==> src/rtl/tpu_pkg.sv <==
// tpu_pkg: shared precision modes, lane-count helper and default accumulator bounds
package tpu_pkg;
  typedef enum logic [1:0] {
    MODE_Q88    = 2'b00,
    MODE_INT16  = 2'b01,
    MODE_INT8X2 = 2'b10,
    MODE_INT4X4 = 2'b11
  } sys_mode_e;

  localparam int ACC_W_DEFAULT = 32;
  localparam logic [ACC_W_DEFAULT-1:0] ACC_MAX = {1'b0, {(ACC_W_DEFAULT-1){1'b1}}};
  localparam logic [ACC_W_DEFAULT-1:0] ACC_MIN = {1'b1, {(ACC_W_DEFAULT-1){1'b0}}};

  function automatic int lanes_for_mode(sys_mode_e m);
    return m == MODE_INT4X4 ? 4 : m == MODE_INT8X2 ? 2 : 1;
  endfunction
endpackage

==> src/rtl/pe_mp_alu.sv <==
// pe_mp_alu: combinational signed lane multiply-sum for full, 2-lane and 4-lane packed operands
module pe_mp_alu
  import tpu_pkg::*;
#(
  parameter int DATA_W = 16,
  parameter int ACC_W  = 32
) (
  input  logic [1:0]        i_mode,
  input  logic [DATA_W-1:0] i_a,
  input  logic [DATA_W-1:0] i_b,
  output logic [ACC_W-1:0]  o_sum
);
  localparam int H = DATA_W / 2;
  localparam int Q = DATA_W / 4;
  logic signed [2*DATA_W-1:0] w_p1;
  logic signed [DATA_W-1:0]   w_p2 [2];
  logic signed [H-1:0]        w_p4 [4];
  logic signed [ACC_W-1:0]    w_s1, w_s2, w_s4;
  int                         w_lanes;
  // operands are sign-extended to the product width so each product is exact
  assign w_p1 = (2*DATA_W)'($signed(i_a)) * (2*DATA_W)'($signed(i_b));
  for (genvar g = 0; g < 2; g++) begin : g_half
    assign w_p2[g] = DATA_W'($signed(i_a[g*H+:H])) * DATA_W'($signed(i_b[g*H+:H]));
  end
  for (genvar g = 0; g < 4; g++) begin : g_quart
    assign w_p4[g] = H'($signed(i_a[g*Q+:Q])) * H'($signed(i_b[g*Q+:Q]));
  end
  assign w_s1    = ACC_W'(w_p1);
  assign w_s2    = ACC_W'(w_p2[0]) + ACC_W'(w_p2[1]);
  assign w_s4    = ACC_W'(w_p4[0]) + ACC_W'(w_p4[1]) + ACC_W'(w_p4[2]) + ACC_W'(w_p4[3]);
  assign w_lanes = lanes_for_mode(sys_mode_e'(i_mode));
  assign o_sum   = w_lanes == 4 ? w_s4 : w_lanes == 2 ? w_s2 : w_s1;
endmodule

==> src/rtl/pe_mp.sv <==
// pe_mp: multi-precision systolic PE with saturating accumulate and WS/OS dataflow
module pe_mp
  import tpu_pkg::*;
#(
  parameter int DATA_W = 16,
  parameter int ACC_W  = 32
) (
  input  logic              clk,
  input  logic              rst,
  input  logic              pe_enabled,
  input  logic [1:0]        sys_mode,
  input  logic              sat_en,
  input  logic              os_mode,
  input  logic [ACC_W-1:0]  pe_psum_in,
  input  logic [DATA_W-1:0] pe_weight_in,
  input  logic              pe_accept_w_in,
  input  logic [DATA_W-1:0] pe_input_in,
  input  logic              pe_valid_in,
  input  logic              pe_switch_in,
  input  logic              pe_drain_in,
  output logic [ACC_W-1:0]  pe_psum_out,
  output logic [DATA_W-1:0] pe_weight_out,
  output logic [DATA_W-1:0] pe_input_out,
  output logic              pe_valid_out,
  output logic              pe_switch_out,
  output logic              pe_drain_out,
  output logic              pe_ovf
);
  localparam logic [ACC_W-1:0] SAT_MAX = {1'b0, {(ACC_W-1){1'b1}}};
  localparam logic [ACC_W-1:0] SAT_MIN = {1'b1, {(ACC_W-1){1'b0}}};
  logic [DATA_W-1:0] r_active, r_inactive;
  logic [ACC_W-1:0]  r_acc;
  logic [DATA_W-1:0] w_weight;
  logic [ACC_W-1:0]  w_alu, w_addend, w_sat;
  logic [ACC_W:0]    w_full;
  logic              w_ov, w_mac;
  assign w_weight = pe_switch_in ? r_inactive : r_active;
  pe_mp_alu #(.DATA_W(DATA_W), .ACC_W(ACC_W)) u_alu (
    .i_mode (sys_mode),
    .i_a    (pe_input_in),
    .i_b    (w_weight),
    .o_sum  (w_alu)
  );
  // sat_add: WS adds the incoming psum, OS adds the local accumulator
  assign w_addend = os_mode ? r_acc : pe_psum_in;
  assign w_full   = {w_addend[ACC_W-1], w_addend} + {w_alu[ACC_W-1], w_alu};
  assign w_ov     = w_full[ACC_W] ^ w_full[ACC_W-1];
  assign w_sat    = (w_ov && sat_en) ? (w_full[ACC_W] ? SAT_MIN : SAT_MAX) : w_full[ACC_W-1:0];
  assign w_mac    = pe_valid_in && !(os_mode && pe_drain_in);
  always_ff @(posedge clk) begin
    if (rst) begin
      r_active      <= '0;
      r_inactive    <= '0;
      r_acc         <= '0;
      pe_psum_out   <= '0;
      pe_weight_out <= '0;
      pe_input_out  <= '0;
      pe_valid_out  <= 1'b0;
      pe_switch_out <= 1'b0;
      pe_drain_out  <= 1'b0;
      pe_ovf        <= 1'b0;
    end else if (pe_enabled) begin
      pe_valid_out  <= pe_valid_in;
      pe_switch_out <= pe_switch_in;
      pe_drain_out  <= pe_drain_in;
      pe_weight_out <= pe_weight_in;
      if (pe_valid_in) pe_input_out <= pe_input_in;
      if (pe_accept_w_in) r_inactive <= pe_weight_in;
      if (pe_switch_in) r_active <= pe_accept_w_in ? pe_weight_in : r_inactive;
      if (w_mac && w_ov) pe_ovf <= 1'b1;
      pe_psum_out <= os_mode ? (pe_drain_in ? r_acc : '0) : (pe_valid_in ? w_sat : '0);
      if (os_mode) r_acc <= pe_drain_in ? pe_psum_in : (pe_valid_in ? w_sat : r_acc);
    end
  end
endmodule

==> config.mk <==
export PLATFORM = sky130hd
export DESIGN_NAME = pe_mp
export DESIGN_NICKNAME = d
export VERILOG_FILES = /design/src/rtl/tpu_pkg.sv /design/src/rtl/pe_mp_alu.sv /design/src/rtl/pe_mp.sv
export SDC_FILE = /design/constraint.sdc
export NUM_CORES = 2
export LEC_CHECK = 0
export BUFFER_PORTS_ARGS = -buffer_cell sky130_fd_sc_hd__buf_4
export CORE_ASPECT_RATIO = 1.4
export CORE_MARGIN = 8
export CORE_UTILIZATION = 45
export DETAILED_ROUTE_END_ITERATION = 12
export MAX_ROUTING_LAYER = met4
export PLACE_DENSITY = 0.62
export SLEW_MARGIN = 25
export SYNTH_ARGS = -nofsm -noshare
export SYNTH_HDL_FRONTEND = slang
export SYNTH_SLANG_ARGS = --single-unit
==> constraint.sdc <==
create_clock -name clk -period 29 [get_ports clk]
set_clock_uncertainty 0.1 [all_clocks]
set_input_delay 1.45 -clock clk [delete_from_list [all_inputs] [get_ports clk]]
set_output_delay 1.45 -clock clk [all_outputs]
set_load 0.005 [all_outputs]
==> results.toml <==
[outcome]
status = "complete, no violations"

[critical_path]
reg2reg_to = "r_acc[8]$_SDFFE_PP0P_"
r2r_cells = 43
worstPathRequired_ps = 29250
slowest_delay_ps = 710
critPathMaxFanout = 20
cpMaxStageDelayCell = "fa_1"
ff2ff_setup_slack_ps = 16360
crit_path_frequent_cell = "fa_1"
timing.rr.start = "r_inactive[7]$_SDFFE_PP0P_"
endpoint = "r_acc[8]$_SDFFE_PP0P_"
crit_type = "input port to flip-flop"
critPathLaunchType = "input port"
end_kind = "flip-flop"
cp.arrival_ps = 13850
crit_start = "pe_switch_in"

[placement]
hpwl_um = 68430
place_congestion = 1.007
placed_cell_area_um2 = 26790
port_buffers = 142
placed_cells = 3555

[die]
fp.dieArea_um2 = 64010
die-width_um = 216.1
ios = 143
core_area_um2 = 55390
initial_core_util_pct = 45.56
rows = 102
die_h_um = 296.2

[sta]
relSlewSlack_pct = 34.30
setup_viol = 0
fin_crit_sh_pct = 46.89
clock.fmax_ghz = 0.07354
hold_viol = 0
report.final.slew_viol_count = 0
worst_pin_slew_ps = 985.5
fin_crit_ps = 13600
rsz0062_at_grt = "no"
fin_tns_setup_ps = 0

[grt]
grt-ovfl-total = 0
grt_pass1_wl_um = 126700
grt_usage_pct = 26.61
grt_max_degree = 87
antenna_found_initial = 0
grt_pass1_vias = 21490

[logic_synthesis]
yosysSeqAreaShare_pct = 10.47
yosysUniqueCellTypes = 90
synthTopCellsByArea = "fa_1 36%, dfxtp_1 10%, ha_1 10%"
synth_edf_count = 0
syn-num-nets = 3525
synth_top_cell_by_area = "fa_1"
ys_warn_count = 0
avgSynthCellArea_um2 = 9.025
synthesis.area_um2 = 25230
synth_top_cells_by_count = "536 x inv_1, 450 x fa_1, 261 x nand2_1, 204 x ha_1, 139 x a21oi_1"
ys_seq_elements = 132
postSynthCellCount = 2796
synth_most_common_cell = "inv_1"
synthArstFlopShare_pct = 0
synth.top_cell.area_share_pct = 35.70
ys.flop_type = "dfxtp_1"

[run]
maxCapViolCount = 0

[power_and_ir_drop]
p_sw_uw = 1346
p_leak_uw = 0.01268
clkPwrFrac_pct = 8.9
swShare_pct = 55.35
p_per_area_nw_per_um2 = 88.76
p_int_uw = 1085
pwr-share-seq_pct = 9.1
p_comb_share_pct = 82.1
power_uw = 2431
ir_worst_vdd_v = 0.00005920

[cells_and_area]
design_area_um2 = 27390
fin_nets = 3576
post-route-util_pct = 49.45
fin_cells = 3589
drive_gt1_share_pct = 11.36
n_fill_cell = 5299
area_growth_pct = 8.549

[route]
drt_iter0_drc = 1486
firstDrtPassIters = 5
ant_nets = 0
post_drt_wl_per_cell_um = 22.79
route.detailed.drc = 0
num_vias = 20100
routed_via_density = 5.601
routed_wl_um = 81800

[clocking]
cts_max_level = 4
cts_sinks = 132
clock_path_buffers = 2
root_buffer = "clkbuf_16"
cts_tree = "built"
postCtsHoldBufs = 0
path_clk_slew_ps = 70
postCtsResizedCells = 0
cts_setup_buffers = 0
clock_latency_ps = 430
numCtsBuffers = 17

[worst_hold_path]
hold_class = "flip-flop to flip-flop"
-- per-stage QoR --
| step | hold WS, ps | setup WS (ps) |
|---|---|---|
| 2_1_floorplan | 341.9 | 16490 |
| 3_3_place_gp | 342.2 | 15030 |
| 3_5_place_dp | 349.5 | 14760 |
| 4_1_cts | 357.9 | 15200 |
| 5_1_grt | 368.8 | 14610 |
| 6_report | 359.3 | 15400 |
-- cells by family (layout without fill, tap and decap cells) --
group           count (synthesis)  in the layout  share of synthesized area (%)
buf+inv                       657            721                          9.952
simple gates                  715            715                          14.28
other cells                     0              1                              0
mux                            91             91                          3.843
xor+xnor                       91             91                          3.213
fa+ha+maj                     654            654                          45.82
compound gates                456            456                          12.43
flops                         132            132                          10.47
-- layout by cell type (no fill, tap or decap), types with 43 or more instances in the layout --
master | netlist | layout
inv_1 | 536 | 536
fa_1 | 450 | 450
nand2_1 | 261 | 261
ha_1 | 204 | 203
buf_4 | 2 | 150
a21oi_1 | 139 | 139
dfxtp_1 | 132 | 132
nor2_1 | 127 | 127
and2_1 | 91 | 90
o21ai_0 | 87 | 87
xnor2_1 | 63 | 63
mux2_2 | 47 | 47
nor2b_1 | 47 | 47
mux2i_1 | 44 | 43
-- worst max-delay path, delay by kind of cell --
family | cells | cell delay (ps)
multiplexers | 1 | 510
adder cells (fa/ha/maj) | 14 | 6140
XOR/XNOR | 1 | 110
AND/OR/NAND/NOR | 8 | 1670
buffers and inverters | 8 | 1030
AO/OA/AOI/OAI | 12 | 2880
-- worst min path at each step --
stage	slack (ps)	end	from	cells after the start
6_report	360	pe_input_out[3]$_SDFFE_PP0P_	pe_input_out[3]$_SDFFE_PP0P_	2
5_1_grt	370	pe_input_out[11]$_SDFFE_PP0P_	pe_input_out[11]$_SDFFE_PP0P_	2
4_1_cts	360	pe_input_out[11]$_SDFFE_PP0P_	pe_input_out[11]$_SDFFE_PP0P_	2
3_5_place_dp	350	pe_input_out[11]$_SDFFE_PP0P_	pe_input_out[11]$_SDFFE_PP0P_	2
3_3_place_gp	340	pe_input_out[7]$_SDFFE_PP0P_	pe_input_out[7]$_SDFFE_PP0P_	2
2_1_floorplan	340	r_acc[31]$_SDFFE_PP0P_	r_acc[31]$_SDFFE_PP0P_	2
-- sequential cells by signal (all words and copies together) (netlist names) --
signal	cells
pe_switch_out	1
pe_valid_out	1
pe_drain_out	1
pe_psum_out	32
r_acc	32
r_active	16
pe_weight_out	16
pe_input_out	16
r_inactive	16
pe_ovf	1
-- power by group through the flow --
stage / Clock, uW / Combinational, uW / Sequential [uW]
finish: 215 / 2000 / 221
global route: 225 / 2200 / 223
CTS: 218 / 1980 / 220
detailed placement: 0 / 1970 / 224
global placement: 0 / 1940 / 224
floorplan: 0 / 1390 / 221
-- routing by layer --
layer | track usage (%) | part of all wire [%] | vias to the layer above
met3 | 3.347 | 5.1 | 198
li1 | - | - | 9033
met5 | - | 0 | -
met1 | 29.22 | 38 | 10120
met4 | 13.84 | 6.0 | 0
met2 | 46.97 | 51 | 749
-- cell type report --
class | count | area [um^2] | share of cell area (%)
clock buffers | 17 | 425.4 | 1.553
flip-flops and latches | 132 | 2643 | 9.648
well taps | 728 | 910.9 | 3.326
inverters | 538 | 2019 | 7.373
repair buffers | 151 | 1134 | 4.139
multi-input cells | 2007 | 20100 | 73.39
clock inverters | 15 | 153.9 | 0.5619
diodes | 1 | 2.502 | 0.009136
Note: power is estimated with default switching activity, not from simulation.
